--- src/rtl/ysyx_22041207_mem_arbiter.sv ---
// ysyx_22041207_mem_arbiter
// Shares one AXI-style memory port between instruction fetch (read-only) and the
// load/store stage (read or write). One slave transaction is in flight at a time.
// Optional feature macro: ARB_RR_EN -- round-robin between IF and MEM when both
// requests are pending; otherwise MEM has fixed priority over IF.
module ysyx_22041207_mem_arbiter #(
   parameter int unsigned ADDR_W = 64,
   parameter int unsigned DATA_W = 64
) (
   input  logic                  clk,
   input  logic                  rst,
   input  logic                  if_req,
   input  logic [ADDR_W-1:0]     if_addr,
   output logic                  if_done,
   input  logic                  mem_req,
   input  logic                  mem_we,
   input  logic [ADDR_W-1:0]     mem_addr,
   input  logic [DATA_W-1:0]     mem_wdata,
   input  logic [DATA_W/8-1:0]   mem_wmask,
   input  logic [3:0]            mem_size,
   output logic                  mem_done,
   output logic [DATA_W-1:0]     rdata,
   output logic                  s_r_valid,
   input  logic                  s_r_ready,
   output logic [ADDR_W-1:0]     s_r_addr,
   output logic [7:0]            s_r_size,
   input  logic                  s_d_valid,
   output logic                  s_d_ready,
   input  logic [DATA_W-1:0]     s_d_data,
   output logic                  s_w_valid,
   input  logic                  s_w_ready,
   output logic [ADDR_W-1:0]     s_w_addr,
   output logic [DATA_W-1:0]     s_w_data,
   output logic [DATA_W/8-1:0]   s_w_mask,
   input  logic                  s_b_valid,
   output logic                  s_b_ready
);

   localparam int unsigned MASK_W = DATA_W / 8;

   typedef enum logic [2:0] {
      S_IDLE  = 3'd0,
      S_RADDR = 3'd1,
      S_RDATA = 3'd2,
      S_WADDR = 3'd3,
      S_WRESP = 3'd4
   } state_t;

   typedef enum logic {
      OWN_IF  = 1'b0,
      OWN_MEM = 1'b1
   } owner_t;

   state_t              state, state_n;
   owner_t              owner, owner_n;
   logic                grant_mem;
   logic                if_done_n, mem_done_n;
   logic [DATA_W-1:0]   rdata_n;
   logic                s_r_valid_n, s_d_ready_n, s_w_valid_n, s_b_ready_n;
   logic [ADDR_W-1:0]   s_r_addr_n, s_w_addr_n;
   logic [7:0]          s_r_size_n;
   logic [DATA_W-1:0]   s_w_data_n;
   logic [MASK_W-1:0]   s_w_mask_n;
`ifdef ARB_RR_EN
   owner_t              last_grant, last_grant_n;
`endif

   // State, owner and every registered output
   always_ff @(posedge clk or posedge rst) begin
      if (rst) begin
         state     <= S_IDLE;
         owner     <= OWN_IF;
         if_done   <= 1'b0;
         mem_done  <= 1'b0;
         rdata     <= '0;
         s_r_valid <= 1'b0;
         s_r_addr  <= '0;
         s_r_size  <= '0;
         s_d_ready <= 1'b0;
         s_w_valid <= 1'b0;
         s_w_addr  <= '0;
         s_w_data  <= '0;
         s_w_mask  <= '0;
         s_b_ready <= 1'b0;
`ifdef ARB_RR_EN
         last_grant <= OWN_IF;
`endif
      end else begin
         state     <= state_n;
         owner     <= owner_n;
         if_done   <= if_done_n;
         mem_done  <= mem_done_n;
         rdata     <= rdata_n;
         s_r_valid <= s_r_valid_n;
         s_r_addr  <= s_r_addr_n;
         s_r_size  <= s_r_size_n;
         s_d_ready <= s_d_ready_n;
         s_w_valid <= s_w_valid_n;
         s_w_addr  <= s_w_addr_n;
         s_w_data  <= s_w_data_n;
         s_w_mask  <= s_w_mask_n;
         s_b_ready <= s_b_ready_n;
`ifdef ARB_RR_EN
         last_grant <= last_grant_n;
`endif
      end
   end

   // Arbitration, handshake sequencing and next values of registered outputs
   always_comb begin
      state_n     = state;
      owner_n     = owner;
      if_done_n   = 1'b0;
      mem_done_n  = 1'b0;
      rdata_n     = rdata;
      s_r_valid_n = s_r_valid;
      s_r_addr_n  = s_r_addr;
      s_r_size_n  = s_r_size;
      s_d_ready_n = s_d_ready;
      s_w_valid_n = s_w_valid;
      s_w_addr_n  = s_w_addr;
      s_w_data_n  = s_w_data;
      s_w_mask_n  = s_w_mask;
      s_b_ready_n = s_b_ready;
`ifdef ARB_RR_EN
      last_grant_n = last_grant;
      grant_mem    = mem_req && (!if_req || (last_grant == OWN_IF));
`else
      grant_mem    = mem_req;
`endif

      unique case (state)
         S_IDLE: begin
            // Holding off while a done pulse is out stops a still-high request re-granting
            if (!if_done && !mem_done) begin
               if (grant_mem) begin
                  owner_n = OWN_MEM;
`ifdef ARB_RR_EN
                  last_grant_n = OWN_MEM;
`endif
                  if (mem_we) begin
                     if (mem_wmask == '0) begin
                        mem_done_n = 1'b1;
                     end else begin
                        s_w_valid_n = 1'b1;
                        s_w_addr_n  = mem_addr;
                        s_w_data_n  = mem_wdata;
                        s_w_mask_n  = mem_wmask;
                        state_n     = S_WADDR;
                     end
                  end else begin
                     s_r_valid_n = 1'b1;
                     s_r_addr_n  = mem_addr;
                     s_r_size_n  = {4'b0, mem_size};
                     state_n     = S_RADDR;
                  end
               end else if (if_req) begin
                  owner_n     = OWN_IF;
`ifdef ARB_RR_EN
                  last_grant_n = OWN_IF;
`endif
                  s_r_valid_n = 1'b1;
                  s_r_addr_n  = if_addr;
                  s_r_size_n  = 8'd8;
                  state_n     = S_RADDR;
               end
            end
         end
         S_RADDR: begin
            if (s_r_valid && s_r_ready) begin
               s_r_valid_n = 1'b0;
               s_d_ready_n = 1'b1;
               state_n     = S_RDATA;
            end
         end
         S_RDATA: begin
            if (s_d_valid && s_d_ready) begin
               rdata_n     = s_d_data;
               s_d_ready_n = 1'b0;
               if (owner == OWN_MEM) mem_done_n = 1'b1;
               else                  if_done_n  = 1'b1;
               state_n     = S_IDLE;
            end
         end
         S_WADDR: begin
            if (s_w_valid && s_w_ready) begin
               s_w_valid_n = 1'b0;
               s_b_ready_n = 1'b1;
               state_n     = S_WRESP;
            end
         end
         S_WRESP: begin
            if (s_b_valid && s_b_ready) begin
               s_b_ready_n = 1'b0;
               mem_done_n  = 1'b1;
               state_n     = S_IDLE;
            end
         end
         default: state_n = S_IDLE;
      endcase
   end

endmodule
--- config.mk ---
export PLATFORM = sky130hd
export DESIGN_NAME = ysyx_22041207_mem_arbiter
export DESIGN_NICKNAME = d
export VERILOG_FILES = /design/src/rtl/ysyx_22041207_mem_arbiter.sv
export SDC_FILE = /design/constraint.sdc
export NUM_CORES = 1
export LEC_CHECK = 0
export BUFFER_PORTS_ARGS = -buffer_cell sky130_fd_sc_hd__buf_2
export CAP_MARGIN = 20
export CORE_AREA = 3 3 216 218
export DETAILED_ROUTE_END_ITERATION = 16
export DIE_AREA = 0 0 219 221
export GPL_TIMING_DRIVEN = 0
export PLACE_DENSITY_LB_ADDON = 0.2
export SLEW_MARGIN = 15
export SYNTH_ARGS = -nofsm -noshare
export SYNTH_HDL_FRONTEND = slang
export SYNTH_SLANG_ARGS = --single-unit
--- constraint.sdc ---
create_clock -name clk -period 8.6 [get_ports clk]
set_input_delay 0.43 -clock clk [delete_from_list [all_inputs] [get_ports clk]]
set_output_delay 0.43 -clock clk [all_outputs]
set_load 0.005 [all_outputs]
==> impl_metrics.tcl, run 1 <==
set metrics [dict create \
    outcome "complete, no violations" \
    grt_max_degree 102 \
    placed_area_um2 14800 \
    min_period_ns 2.65 \
    grt-ovfl-total 0 \
    p_comb_frac 0.357 \
    critPathMaxFanout 10 \
    vias 8532 \
    wl_mm 38.0 \
    postCtsHoldBufs 0 \
    antenna_found_initial 10 \
    required_ns 9.04 \
    max_freq_mhz 377 \
    drt_iter0_drc 289 \
    synth_largest_type_area_fraction 0.621 \
    synth_area_per_cell_um2 14.2 \
    cts.reportedPaths.clkPinSlew_ns 0.05 \
    ios 555 \
    nets 1656 \
    die_area_um2 48400 \
    end_kind "flip-flop" \
    layout_common_cells "buf_2 (568), dfrtp_1 (278), mux2_2 (160), nand2_1 (80), o21ai_0 (74)" \
    drive_gt1_frac 0.591 \
    p_int_mw 3.93 \
    hpwl_mm 29.5 \
    cellPowerDensity_nw_per_um2 361 \
    yosysWarnings 0 \
    slew_headroom 0.408 \
    p_seq_frac 0.398 \
    ant_nets 0 \
    first_pass_iters 5 \
    stdcell_count 2005 \
    cts_buffers 34 \
    tritoncts "yes" \
    power.switching_mw 1.81 \
    core_area_um2 45100 \
    rsz0062_at_grt "no" \
    clockBufferDepth 3 \
    cap_violations 0 \
    clockRootBuffer "clkbuf_16" \
    power.clock.fraction 0.245 \
    place_inst 1943 \
    grt_pass1_vias 9245 \
    grt.total_usage 0.154 \
    timing.rr.start "state[2]$_DFFE_PP0P_" \
    tightest_slew_ns 0.887 \
    rr_worst_depth 7 \
    synth-async-reset-ratio 1.00 \
    grt_pass1_wl_mm 57.1 \
    fin_util 0.352 \
    syn_to_final_growth_pct 41.7 \
    htreeDepth 2 \
    synth_cell_types 33 \
    p_sw_frac 0.315 \
    finalCritPeriodShare 0.309 \
    hold_class "in -> async" \
    drc 0 \
    wl_per_cell_um 19.0 \
    synth_edf_count 0 \
    vdd_drop_max_mv 0.178 \
    synth_seq_cells 278 \
    syn-instance-count 789 \
    die_y_um 221 \
    finalInstanceArea_um2 15900 \
    drv_slew 0 \
    critical_path_arrival_ns 3.09 \
    leakage_nw 8.11 \
    gp_congestion 0.809 \
    timing.rr.end "s_w_addr[3]$_DFFE_PP0P_" \
    start_kind "input port" \
    vias_per_cell 4.26 \
    start_util 0.248 \
    hold_violations 0 \
    finalPower_mw 5.74 \
    io_buffers 549 \
    path_class "in -> reg" \
    synth_area_leader_cell "dfrtp_1" \
    clk_latency_ns 0.52 \
    synth-seq-area-share 0.621 \
    r2r_setup_slack_ns 6.06 \
    core.rowCount 78 \
    cts_resized 0 \
    clock_sinks 278 \
    yosys_most_used_dff "dfrtp_1" \
    die_x_um 219 \
    setup_viol_count_final 0 \
    netlist_area_um2 11200 \
    fin_skew_ns 0.00907 \
    synth_area_leaders "dfrtp_1 (62%), mux2_2 (16%), mux2i_1 (5.7%), mux2_4 (5.2%), o21ai_0 (3.3%)" \
    post_cts_buffers 0 \
    final_common_cell "buf_2" \
    whs_ns 0.0695 \
]
## sequential cells by signal, summed over array words and instances (netlist names)
name	count
rdata	64
s_b_ready	1
mem_done	1
if_done	1
s_r_valid	1
s_w_valid	1
s_r_size	4
s_r_addr	64
state	3
s_w_addr	64
s_w_data	64
owner	1
s_w_mask	8
s_d_ready	1
## worst max-delay path, stage by stage
cell and delay, ns:
clkbuf_1 0.64, nand2_1 0.30, o2111ai_1 0.34, buf_2 0.36, clkbuf_1 0.40, clkbuf_1 0.44, nand2_1 0.10, o21ai_0 0.08
## logic make-up after synthesis
kind of cell | Yosys count | synth area share
AOI/OAI and AO/OA | 88 | 0.0418
buffers and inverters | 53 | 0.0246
DFF | 278 | 0.621
muxes | 263 | 0.270
other | 1 | 0.000335
and+or+nand+nor | 106 | 0.0418
## routing by layer
layer	global-route usage	wire (µm)
met1	0.173	14400
met2	0.271	19200
met3	0.0586	3460
met4	0.0416	865
met5	0	80
## worst max path at each step
stage	start	endpoint	slack [ns]	cells past startpoint
final	mem_req	s_r_addr[16]$_DFFE_PP0P_	5.95	8
after global routing	mem_req	s_r_addr[10]$_DFFE_PP0P_	5.47	8
after CTS	mem_req	s_r_addr[12]$_DFFE_PP0P_	5.71	8
after detailed placement	mem_req	s_r_addr[12]$_DFFE_PP0P_	5.16	8
after global placement	rst	s_r_addr[33]$_DFFE_PP0P_	-3.38	2
after floorplan	rst	if_done$_DFF_PP0_	0.50	1
## layout make-up
cell class | count | area [µm²]
tap | 600 | 751
clock buffer | 55 | 1050
buffer | 51 | 268
sequential | 278 | 6960
timing repair buffer | 551 | 2800
multi-input combinational | 461 | 3980
clock inverter | 3 | 40.0
fill | 4599 | 29200
antenna | 4 | 10.0
inverter | 2 | 15.0
## stage by stage
step                      TNS [ns]  setup slack (ns)
after floorplan                  0             0.505
after CTS                        0              5.71
final                            0              5.95
after detailed placement         0              5.16
after global routing             0              5.47
after global placement     -927.88             -3.38
## power by group through the flow
stage / Sequential [mW] / Combinational (mW) / Clock, mW
6_report: 2.28 / 2.05 / 1.41
5_1_grt: 2.37 / 2.25 / 1.52
4_1_cts: 2.29 / 2.10 / 1.46
3_5_place_dp: 2.30 / 2.10 / 0
3_3_place_gp: 2.28 / 2.09 / 0
2_1_floorplan: 2.35 / 0.950 / 0
## Yosys cell counts (all sizes together), types with 2 or more instances
master / instances
clkbuf: 18
buf: 33
nor2b: 5
dfrtp: 278
mux2: 199
mux2i: 64
o21ai: 74
nor2: 4
a21oi: 4
nor3: 3
o211ai: 2
a22o: 2
nand3: 4
nand3b: 2
inv: 2
nor4: 3
nand2: 81
a31oi: 2
No activity file was read; power rests on OpenSTA's default activity.
==> run 2, diff against run 1 <==
Clock period 8.6 ns to 2.7 ns, I/O delays scaled along.
==> run 2 against run 1 <==
Count of clock-buffer cells in the layout decreased by 1. Cell count grew 14%. Largest cell class unchanged. Non-clock buffer count rose by 284. Critical endpoint is now s_w_data[61]$_DFFE_PP0P_. Register-to-register slack worse by 5.9 ns. Utilization rose by 6.6 points. Global-route usage rose by 1.4 points. Clock skew increased by 0.0070 ns.
==> impl_metrics.tcl, run 2 (same netlist as run 1, synthesis figures left out) <==
set metrics [dict create \
    cp_slowest_cell "or3_4" \
    wl_per_cell_um 18.0 \
    antenna_found_initial 5 \
    drc 0 \
    fin_skew_ns 0.0161 \
    ios 555 \
    nets 1942 \
    grt-ovfl-total 0 \
    rsz0062_at_grt "no" \
    path_cells "clkbuf_1, or3_4, nor4_4, nand2_2, buf_6, buf_6, mux2_4" \
    tightest_slew_ns 0.920 \
    grt_max_degree 36 \
    clockBufferDepth 3 \
    die_y_um 221 \
    hold_class "in -> reg" \
    drive_gt1_frac 0.501 \
    max_stage_delay_ns 0.42 \
    min_period_ns 2.52 \
    setup_viol_count_final 0 \
    grt.total_usage 0.167 \
    required_ns 3.10 \
    grt_pass1_wl_mm 63.1 \
    slew_headroom 0.386 \
    drv_slew 0 \
    fin_util 0.418 \
    syn_to_final_growth_pct 68.1 \
    ant_nets 0 \
    hpwl_mm 30.4 \
    clk_latency_ns 0.53 \
    path_class "reg -> reg" \
    cts_buffers 36 \
    place_inst 1951 \
    stdcell_count 2292 \
    drt_iter0_drc 274 \
    gp_congestion 0.766 \
    final_common_cell "buf_2" \
    io_buffers 549 \
    critical_path_arrival_ns 2.92 \
    cts.reportedPaths.clkPinSlew_ns 0.06 \
    vdd_drop_max_mv 0.582 \
    clockRootBuffer "clkbuf_16" \
    first_pass_iters 4 \
    layout_common_cells "buf_2 (568), dfrtp_1 (278), dlygate4sd3_1 (276), mux2_2 (160), nand2_1 (80)" \
    die_x_um 219 \
    tritoncts "yes" \
    vias 9718 \
    start_util 0.248 \
    cap_violations 0 \
    vias_per_cell 4.24 \
    grt_pass1_vias 10866 \
    outcome "complete, no violations" \
    wl_mm 41.3 \
    end_kind "flip-flop" \
    hold_violations 0 \
    htreeDepth 2 \
    cellPowerDensity_nw_per_um2 1000 \
    clock_sinks 278 \
    die_area_um2 48400 \
    crit_top_cell "buf_6" \
    finalCritPeriodShare 0.935 \
    core_area_um2 45100 \
    critPathMaxFanout 10 \
    max_freq_mhz 396 \
    start_kind "flip-flop" \
    core.rowCount 78 \
    leakage_nw 9.34 \
]
-- run 2: cell count changes in the layout (fill, tap and decap cells not counted), sizes merged --
| cell | before | now |
|---|---|---|
| dlygate4sd3 | 0 | 276 |
| buf | 584 | 592 |
| clkinvlp | 0 | 4 |
| clkinv | 2 | 5 |
| bufinv | 1 | 0 |
| clkbuf | 73 | 72 |
| diode | 4 | 3 |
| inv | 2 | 1 |
-- run 2: layout make-up --
class | instances | area (µm²)
Antenna cell | 3 | 7.51
Clock inverter | 8 | 47.5
Multi-Input combinational cell | 461 | 3990
Tap cell | 600 | 751
Clock buffer | 54 | 1080
Sequential cell | 278 | 6960
Inverter | 2 | 11.3
Buffer | 51 | 269
Timing Repair Buffer | 835 | 5720
Fill cell | 4308 | 26300
-- run 2: final timing paths --
path / from / endpoint / slack, ns / depth (start not counted)
max: state[2]$_DFFE_PP0P_ / s_w_data[61]$_DFFE_PP0P_ / 0.18 / 7
min: mem_wmask[5] / mem_done$_DFF_PP0_ / 0.05 / 4
max reg2reg: state[2]$_DFFE_PP0P_ / s_w_data[61]$_DFFE_PP0P_ / 0.18 / 7
min reg2reg: s_r_addr[52]$_DFFE_PP0P_ / s_r_addr[52]$_DFFE_PP0P_ / 0.47 / 2
max in group asynchronous: rst / s_w_data[14]$_DFFE_PP0P_ / 1.17 / 8
min in group asynchronous: rst / rdata[43]$_DFFE_PP0P_ / 0.14 / 3
-- run 2: through the flow --
stage / worst slack [ns] / hold slack, ns / TNS [ns] / cell area, µm² / total power, mW
floorplan: -1.11 / 0.275 / -309.79 / 11200 / 10.5
global placement: -3.18 / 0.367 / -905.39 / 14700 / 13.9
detailed placement: -0.492 / 0.128 / -41.66 / 14900 / 14.1
CTS: 0.00211 / 0.0429 / 0 / 18800 / 19.1
global route: 0.00799 / 0.0651 / 0 / 18800 / 20.1
finish: 0.175 / 0.0487 / 0 / 18800 / 18.9
-- run 2: per-layer routing --
| metal | track usage | share of wire |
|---|---|---|
| met5 | 0 | 0.00031 |
| met4 | 0.0736 | 0.041 |
| met3 | 0.0466 | 0.073 |
| met2 | 0.299 | 0.50 |
| met1 | 0.184 | 0.38 |
-- run 2: critical path, delay by kind of cell (launching register included) --
kind / cells / cell delay (ns)
mux: 1 / 0.30
flops: 1 / 0.35
buf+inv: 3 / 0.66
simple gates: 3 / 1.06
-- run 2: where the power goes --
part / internal (mW) / switching [mW] / leakage [nW] / total, mW
Sequential: 6.25 / 1.04 / 3.36 / 7.29
Combinational: 3.81 / 3.16 / 5.43 / 6.97
Clock: 2.75 / 1.84 / 0.550 / 4.59
Total: 12.8 / 6.04 / 9.34 / 18.9
-- run 2: what timing repair did --
item | 4_1_cts | 5_1_grt
endpoints found under the hold margin | 336 | 0
setup buffers | 0 | 0
setup endpoints to repair | 10 | 139
resized for setup | 1 | 3
hold buffers | 276 | 0
